$ cat config.mk
export PLATFORM = sky130hd
export DESIGN_NAME = fetch_npc_unit
export DESIGN_NICKNAME = d
export VERILOG_FILES = /design/src/rtl/fetch_npc_unit.sv
export SDC_FILE = /design/constraint.sdc
export NUM_CORES = 1
export LEC_CHECK = 0
export ABC_CLOCK_PERIOD_IN_PS = 2380
export BUFFER_PORTS_ARGS = -buffer_cell sky130_fd_sc_hd__buf_2
export CAP_MARGIN = 0
export CORE_AREA = 5 5 185 187
export CTS_CLUSTER_SIZE = 24
export DETAILED_ROUTE_END_ITERATION = 12
export DIE_AREA = 0 0 190 192
export PLACE_DENSITY_LB_ADDON = 0.3
export SLEW_MARGIN = 20
export SYNTH_ARGS = -nofsm -noshare
export SYNTH_HDL_FRONTEND = slang
export SYNTH_SLANG_ARGS = --single-unit
$ cat constraint.sdc
create_clock -name clk -period 2.38 [get_ports clk]
set_clock_uncertainty 0.1 [all_clocks]
set_input_delay 0.238 -clock clk [delete_from_list [all_inputs] [get_ports clk]]
set_output_delay 0.238 -clock clk [all_outputs]
set_load 0.03 [all_outputs]
$ cat src/rtl/fetch_npc_unit.sv
// IF stage and IF/ID pipeline register for the five-stage MIPS pipeline.
// Holds the fetch PC, selects the next PC (sequential, branch, j/jal, jr)
// and latches the fetched word plus its link values into ID. Redirects
// never flush: the word fetched alongside a branch/jump in ID is the
// architectural delay slot and proceeds normally.
module fetch_npc_unit #(
    parameter logic [31:0] PC_RESET = 32'h0000_3000,
    parameter logic [31:0] IM_BYTES = 32'h0000_1000
) (
    input  logic        clk,
    input  logic        reset,
    input  logic        Stall,
    input  logic [1:0]  NPCOp,
    input  logic        Branch,
    input  logic [25:0] Imm26,
    input  logic [31:0] RSData,
    input  logic [31:0] InstrF,
    output logic [31:0] PCF,
    output logic [31:0] IR_D,
    output logic [31:0] PC4_D,
    output logic [31:0] PC8_D,
    output logic        AddrErr
);

    localparam logic [1:0] NpcSeq    = 2'b00;
    localparam logic [1:0] NpcBranch = 2'b01;
    localparam logic [1:0] NpcJump   = 2'b10;
    localparam logic [1:0] NpcJr     = 2'b11;

    // Upper bound of the fetch window, computed one bit wider so a window
    // ending exactly at 2^32 does not wrap to zero.
    localparam logic [32:0] WinLo = {1'b0, PC_RESET};
    localparam logic [32:0] WinHi = {1'b0, PC_RESET} + {1'b0, IM_BYTES};

    logic [31:0] pc_q, pc_d;
    logic [31:0] ir_q, ir_d;
    logic [31:0] pc4_q, pc4_d;
    logic [31:0] pc8_q, pc8_d;
    logic        err_q, err_d;

    logic [31:0] pcf_plus4;
    logic [31:0] pcf_plus8;
    logic [31:0] branch_off;
    logic [31:0] branch_tgt;
    logic [31:0] jump_tgt;
    logic [31:0] jr_tgt;
    logic [31:0] npc;
    logic        fetch_bad;
    logic        jr_misaligned;
    logic [31:0] fetch_word;

    // Sequential and link increments of the current fetch address.
    always_comb begin
        pcf_plus4 = pc_q + 32'd4;
        pcf_plus8 = pc_q + 32'd8;
    end

    // Redirect targets, all relative to the ID instruction (PC4_D) or RSData.
    always_comb begin
        branch_off = {{14{Imm26[15]}}, Imm26[15:0], 2'b00};
        branch_tgt = pc4_q + branch_off;
        jump_tgt   = {pc4_q[31:28], Imm26, 2'b00};
        jr_tgt     = {RSData[31:2], 2'b00};
    end

    // Next-PC select; Branch only matters for the conditional branch op.
    always_comb begin
        npc = pcf_plus4;
        unique case (NPCOp)
            NpcSeq:    npc = pcf_plus4;
            NpcBranch: npc = Branch ? branch_tgt : pcf_plus4;
            NpcJump:   npc = jump_tgt;
            NpcJr:     npc = jr_tgt;
            default:   npc = pcf_plus4;
        endcase
    end

    // Fetch window / alignment check; an illegal fetch is replaced by a nop.
    always_comb begin
        fetch_bad     = ({1'b0, pc_q} < WinLo) || ({1'b0, pc_q} >= WinHi) ||
                        (pc_q[1:0] != 2'b00);
        jr_misaligned = (NPCOp == NpcJr) && (RSData[1:0] != 2'b00);
        fetch_word    = fetch_bad ? 32'h0000_0000 : InstrF;
    end

    // Next-state for the PC and IF/ID register; a stall freezes everything,
    // including any pending redirect and the error flag.
    always_comb begin
        pc_d  = pc_q;
        ir_d  = ir_q;
        pc4_d = pc4_q;
        pc8_d = pc8_q;
        err_d = err_q;
        if (!Stall) begin
            pc_d  = npc;
            ir_d  = fetch_word;
            pc4_d = pcf_plus4;
            pc8_d = pcf_plus8;
            err_d = err_q | fetch_bad | jr_misaligned;
        end
    end

    // State registers with asynchronous active-low reset.
    always_ff @(posedge clk or negedge reset) begin
        if (!reset) begin
            pc_q  <= PC_RESET;
            ir_q  <= 32'h0000_0000;
            pc4_q <= PC_RESET;
            pc8_q <= PC_RESET + 32'd4;
            err_q <= 1'b0;
        end else begin
            pc_q  <= pc_d;
            ir_q  <= ir_d;
            pc4_q <= pc4_d;
            pc8_q <= pc8_d;
            err_q <= err_d;
        end
    end

    assign PCF     = pc_q;
    assign IR_D    = ir_q;
    assign PC4_D   = pc4_q;
    assign PC8_D   = pc8_q;
    assign AddrErr = err_q;

endmodule

# Word level (Yosys, flattened, before mapping)
# Cells that the tools add are included.
dict set report totals {
  out_inout_bits 129
  regBits 129
}
dict set report classes {
  n_bitwise 2
  add_sub_neg 3
  order_cmp 2
  mux 3
  n_eq_ne 3
  reduce_logical 6
}
# op n
set ops {}
lappend ops {{32-bit case mux with 4 select lines} 1}
lappend ops {{32-bit 2-to-1 mux} 2}
lappend ops {{32-bit by 3-bit adder with 32-bit output, second input constant} 1}
lappend ops {{32-bit adder} 1}
lappend ops {{32-bit by 4-bit adder with 32-bit output, second input constant} 1}
lappend ops {{32-bit by 15-bit greater-or-equal comparator with 1-bit output, second input constant} 1}
lappend ops {{32-bit by 14-bit < comparator with 1-bit output, second input constant} 1}
lappend ops {{2-bit equality test, second input constant} 2}
lappend ops {{2-bit nonzero test} 2}
lappend ops {{2-bit by 1-bit equality test with 1-bit output, second input constant} 1}
lappend ops {{2-bit logical NOT} 1}
lappend ops {{1-bit logical OR} 2}
lappend ops {{1-bit OR} 2}
lappend ops {{1-bit logical AND} 1}

# Logic depth before layout (Yosys ltp)
dict set report depth {
  depth_word 5
  depth_mapped 11
  mapped_depth_nobuf 11
}

# Least setup slack after synthesis
# Ideal clock, no wire load.
dict set report synth_timing {
  path_kind {reg-to-reg}
  from {register pc4_q[2] (netlist: PC4_D[2])}
  to {register pc_q[26] (netlist: PCF[26])}
  setup_slack_ns -0.455
  setup_time_ns 0.082
  path_stages_with_launch 12
  arrival_time_ns 2.653
  t_required_ns 2.198
  period_less_slack_ns 2.835
  path_cell_list {dfrtp_1 > ha_1 > inv_1 > fa_1 > nor2b_1 > o2111ai_1 > nand4_1 > and3_1 > nor3_1 > or3b_2 > mux2_2 > a31oi_1}
}
dict set report synth_via {
  elab_chain_cells 3
}
# item line_no
set synth_rtl {}
lappend synth_rtl {{start: declaration} 37} ;# logic [31:0] pc4_q, pc4_d;
lappend synth_rtl {{start signal: assignment} 114} ;# pc4_q <= pc4_d;
lappend synth_rtl {{32-bit adder} 61} ;# branch_tgt = pc4_q + branch_off;
lappend synth_rtl {{32-bit 2-to-1 mux} 71} ;# NpcBranch: npc = Branch ? branch_tgt : pcf_plus4;
lappend synth_rtl {{32-bit case mux with 4 select lines} 69} ;# unique case (NPCOp)
lappend synth_rtl {{end signal: assignment} 112} ;# pc_q <= pc_d;
lappend synth_rtl {{end: declaration} 35} ;# logic [31:0] pc_q, pc_d;
# No other way between the ends.
# A chain may end at the register's enable or synchronous reset.

# Worst setup path after layout
dict set report layout_timing {
  from {register pc4_q[2] (netlist: PC4_D[2])}
  to {register pc_q[24] (netlist: PCF[24])}
}
# The elaborated chain is that of the path after synthesis.

==> impl_metrics.toml <==
[synth]
ys.flop_type = "dfrtp_1"
synth_area_leader_cell = "dfrtp_1"
ys_ff_latch = 127
syn_nets = 1168
netlist_instances = 1039
synth_warnings = 0
synth_top_area_frac = 0.349
avgSynthCellArea_sq_um = 8.29
async_flop_share = 1.00
synth_cell_type_count = 75
yosys-top-cells-area = "dfrtp_1, nand2_1, o21ai_0"
ys_seq_area_frac = 0.370
synth_edf_count = 0
syn_area_sq_mm = 0.00861

[finish]
diodes = 0
regArea_sq_mm = 0.00320
final_cells = 1884
syn_to_final_growth_pct = 50.0
multi_input_area_sq_mm = 0.00547
fin_nets = 1558
drive_gt1_frac = 0.411
fill_cells = 3311

[timing]
rsz0062_at_grt = "yes"
clock.fmax_ghz = 0.376
min_period_ns = 2.66
tns_ns = -2.81
report.final.slew_viol_count = 0
finalCritPeriodShare = 1.12
hold_viol_final = 0
fin_ws_ns = -0.280
tightestPinTransition_ns = 0.504
setup_violations = 17
slew_headroom = 0.664

[setup_path]
reg2reg_depth = 11
crit_fanout = 2
arrival_ns = 2.85
r2r_setup_slack_ns = -0.28
reg2reg_to = "PCF[24]"
cp-start-kind = "register"
cp.required_ns = 2.57
crit_type = "reg -> reg"
r2r_start = "PC4_D[2]"
worst_setup_path_end_kind = "register"

[floorplan]
coreArea_sq_mm = 0.0323
die_w_microns = 190
start_util = 0.267
dieArea_sq_mm = 0.0365
dieHeight_microns = 192
rows = 66
io_pins = 225

[worst_hold_path]
min_from = "Branch"
hp-class = "in -> reg"
holdPathStages = 2
min_to = "PCF[26]"

[run_status]
status = "complete, but fails checks"
violations = "negative setup slack"

[clock_network]
cts.clk_slew.worst_paths_ns = 0.07
cts_buffer_depth = 2
root_buffer = "clkbuf_16"
cts_made_buffers = 17
worst_skew_pair.late_latency_ns = 0.44
cts-htree-levels = 4
cts_sinks = 127
cts_tree = "yes"

[placed_design]
hpwlAfterDp_microns = 26200
gp_congestion = 0.894
dp_cells = 1812
io_buffers = 224

[global_routing]
grt_pass1_wl_microns = 52600
grt_antenna_before_repair = 0
grt_remaining_overflow = 0
grt_pass1_vias = 9233
grt_max_degree = 63
grt_usage = 0.185

[route]
avgRoutedWirePerCell_microns = 18.1
vias_per_cell = 4.86
drtPass1Iterations = 5
drc_errors = 0
detailroute.via_count = 9156
drt_iter0_drc = 691
postRouteAntennaNets = 0
wirelength_microns = 34200

[flow_run]
maxCapViolCount = 0

[power_and_ir_drop]
ir_drop_mv = 0.513
power.density_mw_per_mm2 = 793
p_leak_nw = 5.85
[state kept, by name, summed over array words and instances, names as in the netlist]
register	cells
IR_D	32
AddrErr	1
PCF	32
PC4_D	32
PC8_D	30
[synthesized netlist by cell type, drive strengths merged, types with 10 or more instances]
cell type and n:
ha 32, nor3 35, nand2 206, a221oi 11, nand3 21, xnor2 50
nor2 58, buf 21, dfrtp 120, nor4 13, a21o 10, mux2 40
clkbuf 64, inv 18, a21oi 45, nand4 20, o21ai 122, xor2 27
[layout make-up]
class / count / area share
repair buffers: 456 / 0.236
well taps: 442 / 0.0428
inverters: 19 / 0.00552
clock inverters: 15 / 0.0124
flip-flops and latches: 127 / 0.247
clock buffers: 17 / 0.0329
multi-input cells: 808 / 0.423
[per-layer routing]
metal  global-route usage  vias up  wire [microns]  share of wire
met2                0.310      300           16300           0.48
li1                     -     4441               -              -
met1                0.240     4372           14900           0.44
met4               0.0540        0             785          0.023
met3               0.0403       43            2170          0.064
met5                    0        -               0              0
[repair_timing]
| action | in CTS | in global routing |
|---|---|---|
| buffers inserted | 7 | 2 |
| gates cloned | 0 | 0 |
| endpoints found under the hold margin | 69 | 0 |
| pin swaps | 30 | 27 |
| setup endpoints to repair | 22 | 30 |
| hold buffers | 33 | 0 |
| gates resized for setup | 42 | 36 |
[power by group]
group | total (W) | internal (W) | switching (W)
combinational | 0.00474 | 0.00204 | 0.00269
sequential | 0.00281 | 0.00250 | 0.000307
clock | 0.00270 | 0.00149 | 0.00121
total | 0.0102 | 0.00603 | 0.00421
[placed cells by master, fill, tap and decap left out, types with 6 or more instances in the layout]
| master | count |
|---|---|
| o22ai_1 | 6 |
| buf_2 | 222 |
| a221oi_1 | 8 |
| dlygate4sd3_1 | 33 |
| buf_4 | 190 |
| ha_4 | 11 |
| nand4_1 | 19 |
| nor2_1 | 56 |
| mux2_2 | 39 |
| buf_12 | 6 |
| xnor2_1 | 44 |
| xor2_1 | 26 |
| o211ai_1 | 8 |
| nor4_1 | 9 |
| ha_1 | 19 |
| inv_1 | 17 |
| inv_6 | 8 |
| a21o_1 | 10 |
| dfrtp_1 | 112 |
| a22oi_1 | 7 |
| nand2_1 | 203 |
| nand3_1 | 19 |
| o21a_1 | 8 |
| o21ai_0 | 104 |
| nor3_1 | 30 |
| dfrtp_2 | 8 |
| a21oi_1 | 39 |
| dfstp_2 | 7 |
| clkbuf_16 | 17 |
| o21ai_1 | 14 |
[through the flow]
| step | cell area (sq um) | utilization | total power [W] | hold WS, ns | setup WS (ns) |
|---|---|---|---|---|---|
| floorplan | 8750 | - | 0.00532 | -0.158 | -0.307 |
| global placement | 11600 | 0.358 | 0.00720 | 0.129 | -0.422 |
| detailed placement | 11600 | 0.358 | 0.00724 | 0.132 | -0.434 |
| CTS | 12700 | 0.395 | 0.0102 | 0.0325 | -0.285 |
| global route | 12900 | 0.400 | 0.0108 | 0.0587 | -0.395 |
| finish | 12900 | 0.400 | 0.0102 | 0.0546 | -0.280 |
[how the worst max path moves through the flow]
stage	start	slack, ns	to	cells past startpoint
global placement	PC4_D[2]	-0.42	PCF[26]	11
detailed placement	PC4_D[2]	-0.43	PCF[26]	11
finish	PC4_D[2]	-0.28	PCF[24]	11
CTS	PC4_D[2]	-0.28	PCF[24]	11
floorplan	PC4_D[13]	-0.31	PCF[24]	10
global route	PC4_D[2]	-0.39	PCF[24]	11
[kinds of logic after synthesis]
family,after synthesis,share of synthesized area
AOI/OAI and AO/OA,261,0.183
muxes,44,0.0569
DFF,127,0.370
xor gates and xnor gates,77,0.0792
buffers and inverters,104,0.0530
and+or+nand+nor,393,0.209
adders and majority gates,33,0.0488
[worst max-delay path: stages, from the launching register on]
cell       delay [ns]
dfrtp_2          0.42
ha_4             0.17
inv_2            0.05
fa_2             0.23
nor2b_4          0.06
o2111ai_4        0.22
nand4_1          0.19
and3_4           0.21
or2_4            0.23
o41a_1           0.36
xnor2_1          0.16
o221ai_1         0.12
(Power assumes the default switching activity.)
